==> src/rtl/can_pkg.sv <==
// Shared CAN receive-path types, defaults and helpers.
// Used by the destuffer, the CRC block and the stuff-count checker.
package can_pkg;

  typedef enum logic [1:0] {
    IDLE    = 2'd0,
    DYNAMIC = 2'd1,
    FIXED   = 2'd2
  } state_e;

  localparam int unsigned STUFF_WIDTH_DEF  = 5;
  localparam int unsigned FIXED_PERIOD_DEF = 4;

  function automatic logic [2:0] bin2gray(input logic [2:0] b);
    return b ^ (b >> 1);
  endfunction

endpackage

==> src/rtl/stuff_counter.sv <==
// Counts dynamic stuff bits mod 8.
// Presents the count Gray coded, with even parity.
module stuff_counter
  import can_pkg::*;
(
  input  logic       clk,
  input  logic       reset,
  input  logic       clr,
  input  logic       inc,
  output logic [2:0] stuffCount,
  output logic       stuffParity
);

  logic [2:0] cnt_q, cnt_d;

  // next count: clear on frame start, else bump per stuff bit
  always_comb begin
    cnt_d = cnt_q;
    if (clr)
      cnt_d = 3'd0;
    else if (inc)
      cnt_d = cnt_q + 3'd1;
  end

  // binary count register
  always_ff @(posedge clk) begin
    if (reset)
      cnt_q <= 3'd0;
    else
      cnt_q <= cnt_d;
  end

  assign stuffCount  = bin2gray(cnt_q);
  assign stuffParity = ^stuffCount;

endmodule

==> src/rtl/bit_destuffer.sv <==
// Classifies sampled CAN bits as data or stuff, checks stuffing.
// Optional stuff counter under BIT_DESTUFFER_STUFF_COUNT_EN.
module bit_destuffer
  import can_pkg::*;
#(
  parameter int unsigned STUFF_WIDTH  = STUFF_WIDTH_DEF,
  parameter int unsigned FIXED_PERIOD = FIXED_PERIOD_DEF
) (
  input  logic       clk,
  input  logic       reset,
  input  logic       samplePoint,
  input  logic       canRX,
  input  logic       destuff_on,
  input  logic       fixedStuff_on,
  output logic       dataBit,
  output logic       dataValid,
  output logic       isStuff,
`ifdef BIT_DESTUFFER_STUFF_COUNT_EN
  output logic [2:0] stuffCount,
  output logic       stuffParity,
`endif
  output logic       stuffError
);

  localparam logic [2:0] SW = 3'(STUFF_WIDTH);
  localparam logic [2:0] FP = 3'(FIXED_PERIOD);

  state_e     state_q, state_d;
  logic [2:0] run_q, run_d;
  logic [2:0] fix_q, fix_d;
  logic       prev_q, prev_d;
  logic       bit_q, bit_d;
  logic       dv_q, dv_d;
  logic       st_q, st_d;
  logic       err_q, err_d;
`ifdef BIT_DESTUFFER_STUFF_COUNT_EN
  logic       cnt_clr;
  logic       cnt_inc;
`endif

  // next-state and classification of the current sample
  always_comb begin
    state_d = state_q;
    run_d   = run_q;
    fix_d   = fix_q;
    prev_d  = prev_q;
    bit_d   = bit_q;
    dv_d    = 1'b0;
    st_d    = 1'b0;
    err_d   = 1'b0;
`ifdef BIT_DESTUFFER_STUFF_COUNT_EN
    cnt_clr = 1'b0;
    cnt_inc = 1'b0;
`endif
    if (!destuff_on) begin
      state_d = IDLE;
      run_d   = 3'd0;
      fix_d   = 3'd0;
    end else if (samplePoint) begin
      bit_d  = canRX;
      prev_d = canRX;
      unique case (state_q)
        IDLE: begin
          state_d = DYNAMIC;
          dv_d    = 1'b1;
          run_d   = 3'd1;
`ifdef BIT_DESTUFFER_STUFF_COUNT_EN
          cnt_clr = 1'b1;
`endif
        end
        DYNAMIC: begin
          if (fixedStuff_on) begin
            state_d = FIXED;
            st_d    = 1'b1;
            err_d   = (canRX == prev_q);
            fix_d   = 3'd0;
            run_d   = 3'd1;
          end else if (run_q >= SW) begin
            st_d    = 1'b1;
            err_d   = (canRX == prev_q);
            run_d   = 3'd1;
`ifdef BIT_DESTUFFER_STUFF_COUNT_EN
            cnt_inc = 1'b1;
`endif
          end else begin
            dv_d = 1'b1;
            if (canRX != prev_q)
              run_d = 3'd1;
            else if (run_q < SW)
              run_d = run_q + 3'd1;
          end
        end
        FIXED: begin
          if (fix_q >= FP) begin
            st_d  = 1'b1;
            err_d = (canRX == prev_q);
            fix_d = 3'd0;
          end else begin
            dv_d  = 1'b1;
            fix_d = fix_q + 3'd1;
          end
        end
        default: begin
          state_d = IDLE;
          bit_d   = bit_q;
          prev_d  = prev_q;
        end
      endcase
    end
  end

  // state, history and registered outputs
  always_ff @(posedge clk) begin
    if (reset) begin
      state_q <= IDLE;
      run_q   <= 3'd0;
      fix_q   <= 3'd0;
      prev_q  <= 1'b1;
      bit_q   <= 1'b0;
      dv_q    <= 1'b0;
      st_q    <= 1'b0;
      err_q   <= 1'b0;
    end else begin
      state_q <= state_d;
      run_q   <= run_d;
      fix_q   <= fix_d;
      prev_q  <= prev_d;
      bit_q   <= bit_d;
      dv_q    <= dv_d;
      st_q    <= st_d;
      err_q   <= err_d;
    end
  end

  assign dataBit    = bit_q;
  assign dataValid  = dv_q;
  assign isStuff    = st_q;
  assign stuffError = err_q;

`ifdef BIT_DESTUFFER_STUFF_COUNT_EN
  stuff_counter u_cnt (
    .clk         (clk),
    .reset       (reset),
    .clr         (cnt_clr),
    .inc         (cnt_inc),
    .stuffCount  (stuffCount),
    .stuffParity (stuffParity)
  );
`endif

endmodule

==> config.mk <==
export PLATFORM = sky130hd
export DESIGN_NAME = bit_destuffer
export DESIGN_NICKNAME = d
export VERILOG_FILES = /design/src/rtl/can_pkg.sv /design/src/rtl/stuff_counter.sv /design/src/rtl/bit_destuffer.sv
export SDC_FILE = /design/constraint.sdc
export NUM_CORES = 1
export LEC_CHECK = 0
export BUFFER_PORTS_ARGS = -buffer_cell sky130_fd_sc_hd__buf_2
export CAP_MARGIN = 40
export CORE_MARGIN = 5
export CORE_UTILIZATION = 50
export CTS_CLUSTER_DIAMETER = 150
export CTS_CLUSTER_SIZE = 10
export DETAILED_ROUTE_END_ITERATION = 7
export PLACE_DENSITY_LB_ADDON = 0.1
export SLEW_MARGIN = 20
export SYNTH_ARGS = -nofsm -noshare
export SYNTH_HDL_FRONTEND = slang
export SYNTH_HIERARCHICAL = 1
export SYNTH_SLANG_ARGS = --single-unit
==> constraint.sdc <==
create_clock -name clk -period 2.5 [get_ports clk]
set_input_delay 0.125 -clock clk [delete_from_list [all_inputs] [get_ports clk]]
set_output_delay 0.125 -clock clk [all_outputs]
set_load 0.005 [all_outputs]
Word level (Yosys, flattened, before mapping). Index checks and enable logic that the tools add are counted. W data, S select, Z words.

Input bits: 6. Register bits: 13. Output and inout bits: 4. Logic and storage cells: 54.

Eq/ne operators: 6. Bitwise logic cells: 3. Mux-type cells: 22. Add/sub/neg operators: 2. Reductions and logical operators: 10. $lt $le $gt $ge: 3.

Operator list (number): $mux W3 (6); $pmux W3 S2 (2); $reduce_and A3 Y1 (4); $mux W1 (9); $add A3 B1 Y3 const B (2); $ge A3 B3 Y1 const B (2); $pmux W2 S3 (1); $reduce_or A3 Y1 (2); $ne A5 B5 Y1 const B (1); $pmux W1 S2 (2); $reduce_bool A2 Y1 (2); $lt A3 B3 Y1 const B (1); $not A1 Y1 (3); $pmux W1 S3 (1); $eq A2 B1 Y1 const B (1); $eq A2 B2 Y1 const B (1); $logic_not A2 Y1 (1); $mux W2 (1); $ne A2 B2 Y1 const B (1); $reduce_or A2 Y1 (1); $eq A1 B1 Y1 (1); $ne A1 B1 Y1 (1).

Longest topological paths before layout.
Depth in word-level cells: 6. Depth in mapped cells: 6. Mapped depth without buffers: 5.

Worst setup path after synthesis. OpenSTA, ideal clock, no wires.

Kind: reg-to-reg. Start point: register state_q[1]. End point: register run_q[0]. Slack: 1165 ps. Stages on the path, launching flop included: 7. Library setup time: 120 ps. Arrival time: 1215 ps. Path through: dfxtp_1 -> inv_1 -> ha_1 -> buf_6 -> o21ai_0 -> a21oi_1 -> o31a_1.

Word-level cells in the longest chain between the ends: 3.

RTL lines: from (decl) (line bit_destuffer.sv:28) `state_e state_q, state_d;`; from (signal assigned) (line bit_destuffer.sv:124) `state_q <= state_d;`; $eq A2 B1 Y1 / $logic_not A2 Y1 (equally long branches) (line bit_destuffer.sv:62) `unique case (state_q)`; $ne A5 B5 Y1 (no source line) / $reduce_bool A2 Y1 (equally long branches); $reduce_and A3 Y1 (no source line); to (signal assigned) (line bit_destuffer.sv:125) `run_q <= run_d;`; to (decl) (line bit_destuffer.sv:29) `logic [2:0] run_q, run_d;`.

Parallel ways exist; a longest one is shown, timed or not. A chain may end at the register's enable or synchronous reset.

Worst setup path after layout. Ends and elaborated chain as after synthesis.

==> impl_metrics.py <==
metrics = {
    "floorplanning": {
        "design.die.area_sq_mm": 0.002399,
        "die_x_um": 48.98,
        "rows": 14,
        "ios": 10,
        "core_area_sq_mm": 0.001471,
        "dieHeight_um": 48.98,
        "initial_core_util": 0.5162,
    },
    "timing": {
        "period_share": 0.5924,
        "tightestPinTransition_ns": 0.4226,
        "fin_tns_setup_ns": 0,
        "whs_ns": 0.06155,
        "maxSlewHeadroom": 0.7153,
        "finalSetupViolations": 0,
        "fin_crit_ns": 1.481,
        "hold_violations": 0,
        "rsz0062_at_grt": "no",
        "finalMaxSlewViolations": 0,
        "finClkSkew_ns": 0.006069,
        "fmax_mhz": 675.2,
    },
    "setup_path": {
        "cp.arrival_ns": 1.65,
        "end_kind": "register",
        "start_kind": "register",
        "worst-path-max-fanout": 8,
        "worstRegToRegCells": 5,
        "required_ns": 2.67,
        "worstSetupPathType": "reg2reg",
    },
    "yosys": {
        "synth_seq_cells": 13,
        "synth.avg_cell_area_sq_um": 9.041,
        "yosysTopAreaCell": "dfxtp_1",
        "syn-instance-count": 84,
        "synth_fp_nets": 98,
        "synth.top_cell.area_share": 0.3427,
        "synth_edf_count": 0,
        "ys_types": 28,
        "synth_area_leaders": "dfxtp_1 34%, ha_1 13%, a21oi_1 6.6%",
        "syn_area_sq_um": 759.5,
        "yosysWarnings": 6,
        "yosysSeqAreaShare": 0.3427,
        "synth-main-ff-cell": "dfxtp_1",
        "synth-async-reset-ratio": 0,
    },
    "grt": {
        "antenna_found_initial": 0,
        "grt_use_total": 0.1272,
        "grt_start_max_net_pins": 13,
        "overflow": 0,
        "grt_pass1_vias": 585,
        "grt_pass1_wl_um": 2484,
    },
    "clock_network": {
        "cts_max_path_buffers": 2,
        "cts_tree": "yes",
        "clk_pin_slew_ns": 0.08,
        "cts-htree-levels": 1,
        "numCtsBuffers": 3,
        "clkLatencyLatePin_ns": 0.28,
        "postCtsSetupBuffers": 0,
        "holdBufCountCts": 0,
        "cts_resized": 0,
        "cts_root_buf": "clkbuf_4",
        "numClockSinks": 13,
    },
    "placement": {
        "portBuffers": 9,
        "gp_congestion": 0.8656,
        "dp_hpwl_um": 1106,
        "dpl.cell_count": 107,
    },
    "detailed_routing": {
        "drcViolationCount": 0,
        "vias_per_cell": 5.757,
        "detail_route.first_pass.iterations": 4,
        "ant_nets": 0,
        "drtIter0Drc": 17,
        "drt_wl_total_um": 1469,
        "post_drt_wl_per_cell_um": 13.23,
        "routed-via-count": 639,
    },
    "power": {
        "peakVddDrop_uv": 274.6,
        "powerDensity_mw_per_mm2": 470.3,
        "p_leak_nw": 0.3230,
    },
    "cells_and_area": {
        "diodes": 0,
        "n_fill_cell": 149,
        "final_common_cell": "dfxtp_1",
        "layout_common_cells": "13 x dfxtp_1, 10 x a21oi_1, 9 x buf_2",
        "fin_cells": 111,
        "layout-drive-gt1-share": 0.1789,
        "fin_nets": 110,
        "areaGrowthSynthToFinish_pct": 9.885,
    },
    "status": {
        "outcome": "finished, final reports clean",
    },
    "worst_hold_path": {
        "worstHoldPathCells": 2,
        "hold_class": "in2reg",
    },
    "run": {
        "maxCapViolations": 0,
    },
}
## path summary, 6_finish.rpt
path,startpoint,to,slack (ns)
setup / recovery,state_q[1],run_q[0],1.02
hold / removal,reset,dataBit,0.06
setup reg to reg,state_q[1],run_q[0],1.02
hold reg to reg,dataBit,dataBit,0.47
## routing by layer
metal  vias up  share of wire  global-route usage
met4         0          0.016             0.05381
met3         4          0.039             0.02752
met5         -              0                   0
li1        326              -                   -
met2        15           0.41              0.1783
met1       294           0.54              0.1838
## cells by family after synthesis
family                     after synthesis  synth area share
adders and majority gates                8            0.1318
AOI/OAI and AO/OA                       24            0.2158
DFF                                     13            0.3427
muxes                                    2           0.02801
buffers and inverters                    9           0.05601
and+or+nand+nor                         27            0.2142
xor gates and xnor gates                 1           0.01153
## registers in the layout (all words and copies together) (netlist names)
| register | flops |
|---|---|
| dataBit | 1 |
| dataValid | 1 |
| fix_q | 3 |
| isStuff | 1 |
| prev_q | 1 |
| run_q | 3 |
| state_q | 2 |
| stuffError | 1 |
## synthesized netlist by cell type (2+ instances only)
cell type  number
dfxtp_1        13
nor2_1          2
nand2b_1        2
nand4_1         5
ha_1            8
inv_1           7
nand3_1         4
a21oi_1        10
o21ai_0         7
nand3b_1        3
nand2_1         4
and2b_1         3
## layout make-up
class / count / area (sq um) / share of cell area
Clock buffer: 4 / 26.28 / 0.03148
Inverter: 7 / 26.28 / 0.03148
Sequential cell: 13 / 260.3 / 0.3118
Timing Repair Buffer: 9 / 45.04 / 0.05397
Multi-Input combinational cell: 62 / 456.7 / 0.5472
Tap cell: 16 / 20.02 / 0.02399
## per-stage QoR
stage / setup WS (ns) / total power, mW / util / area [sq um]
6_report: 1.019 / 0.3925 / 0.5672 / 834.6
5_1_grt: 0.8867 / 0.4102 / 0.5672 / 834.6
4_1_cts: 1.028 / 0.3940 / 0.5672 / 834.6
3_5_place_dp: 1.061 / 0.2673 / 0.5493 / 808.3
3_3_place_gp: 1.070 / 0.2676 / 0.5493 / 808.3
2_1_floorplan: 1.165 / 0.2540 / - / 759.5
## power breakdown
group	total, mW	switching, mW	internal (mW)	leakage, nW
Clock	0.128	0.0666	0.0619	0.0150
Combinational	0.0483	0.0300	0.0183	0.202
Sequential	0.216	0.00424	0.212	0.106
Total	0.392	0.101	0.292	0.323
## worst max-delay path: stages, from the launching register on
cell and delay [ns]:
dfxtp_1 0.38, inv_1 0.08, ha_1 0.27, o21ai_0 0.40
a21oi_1 0.12, o31a_1 0.11
Power figures use the tool's default switching activity.
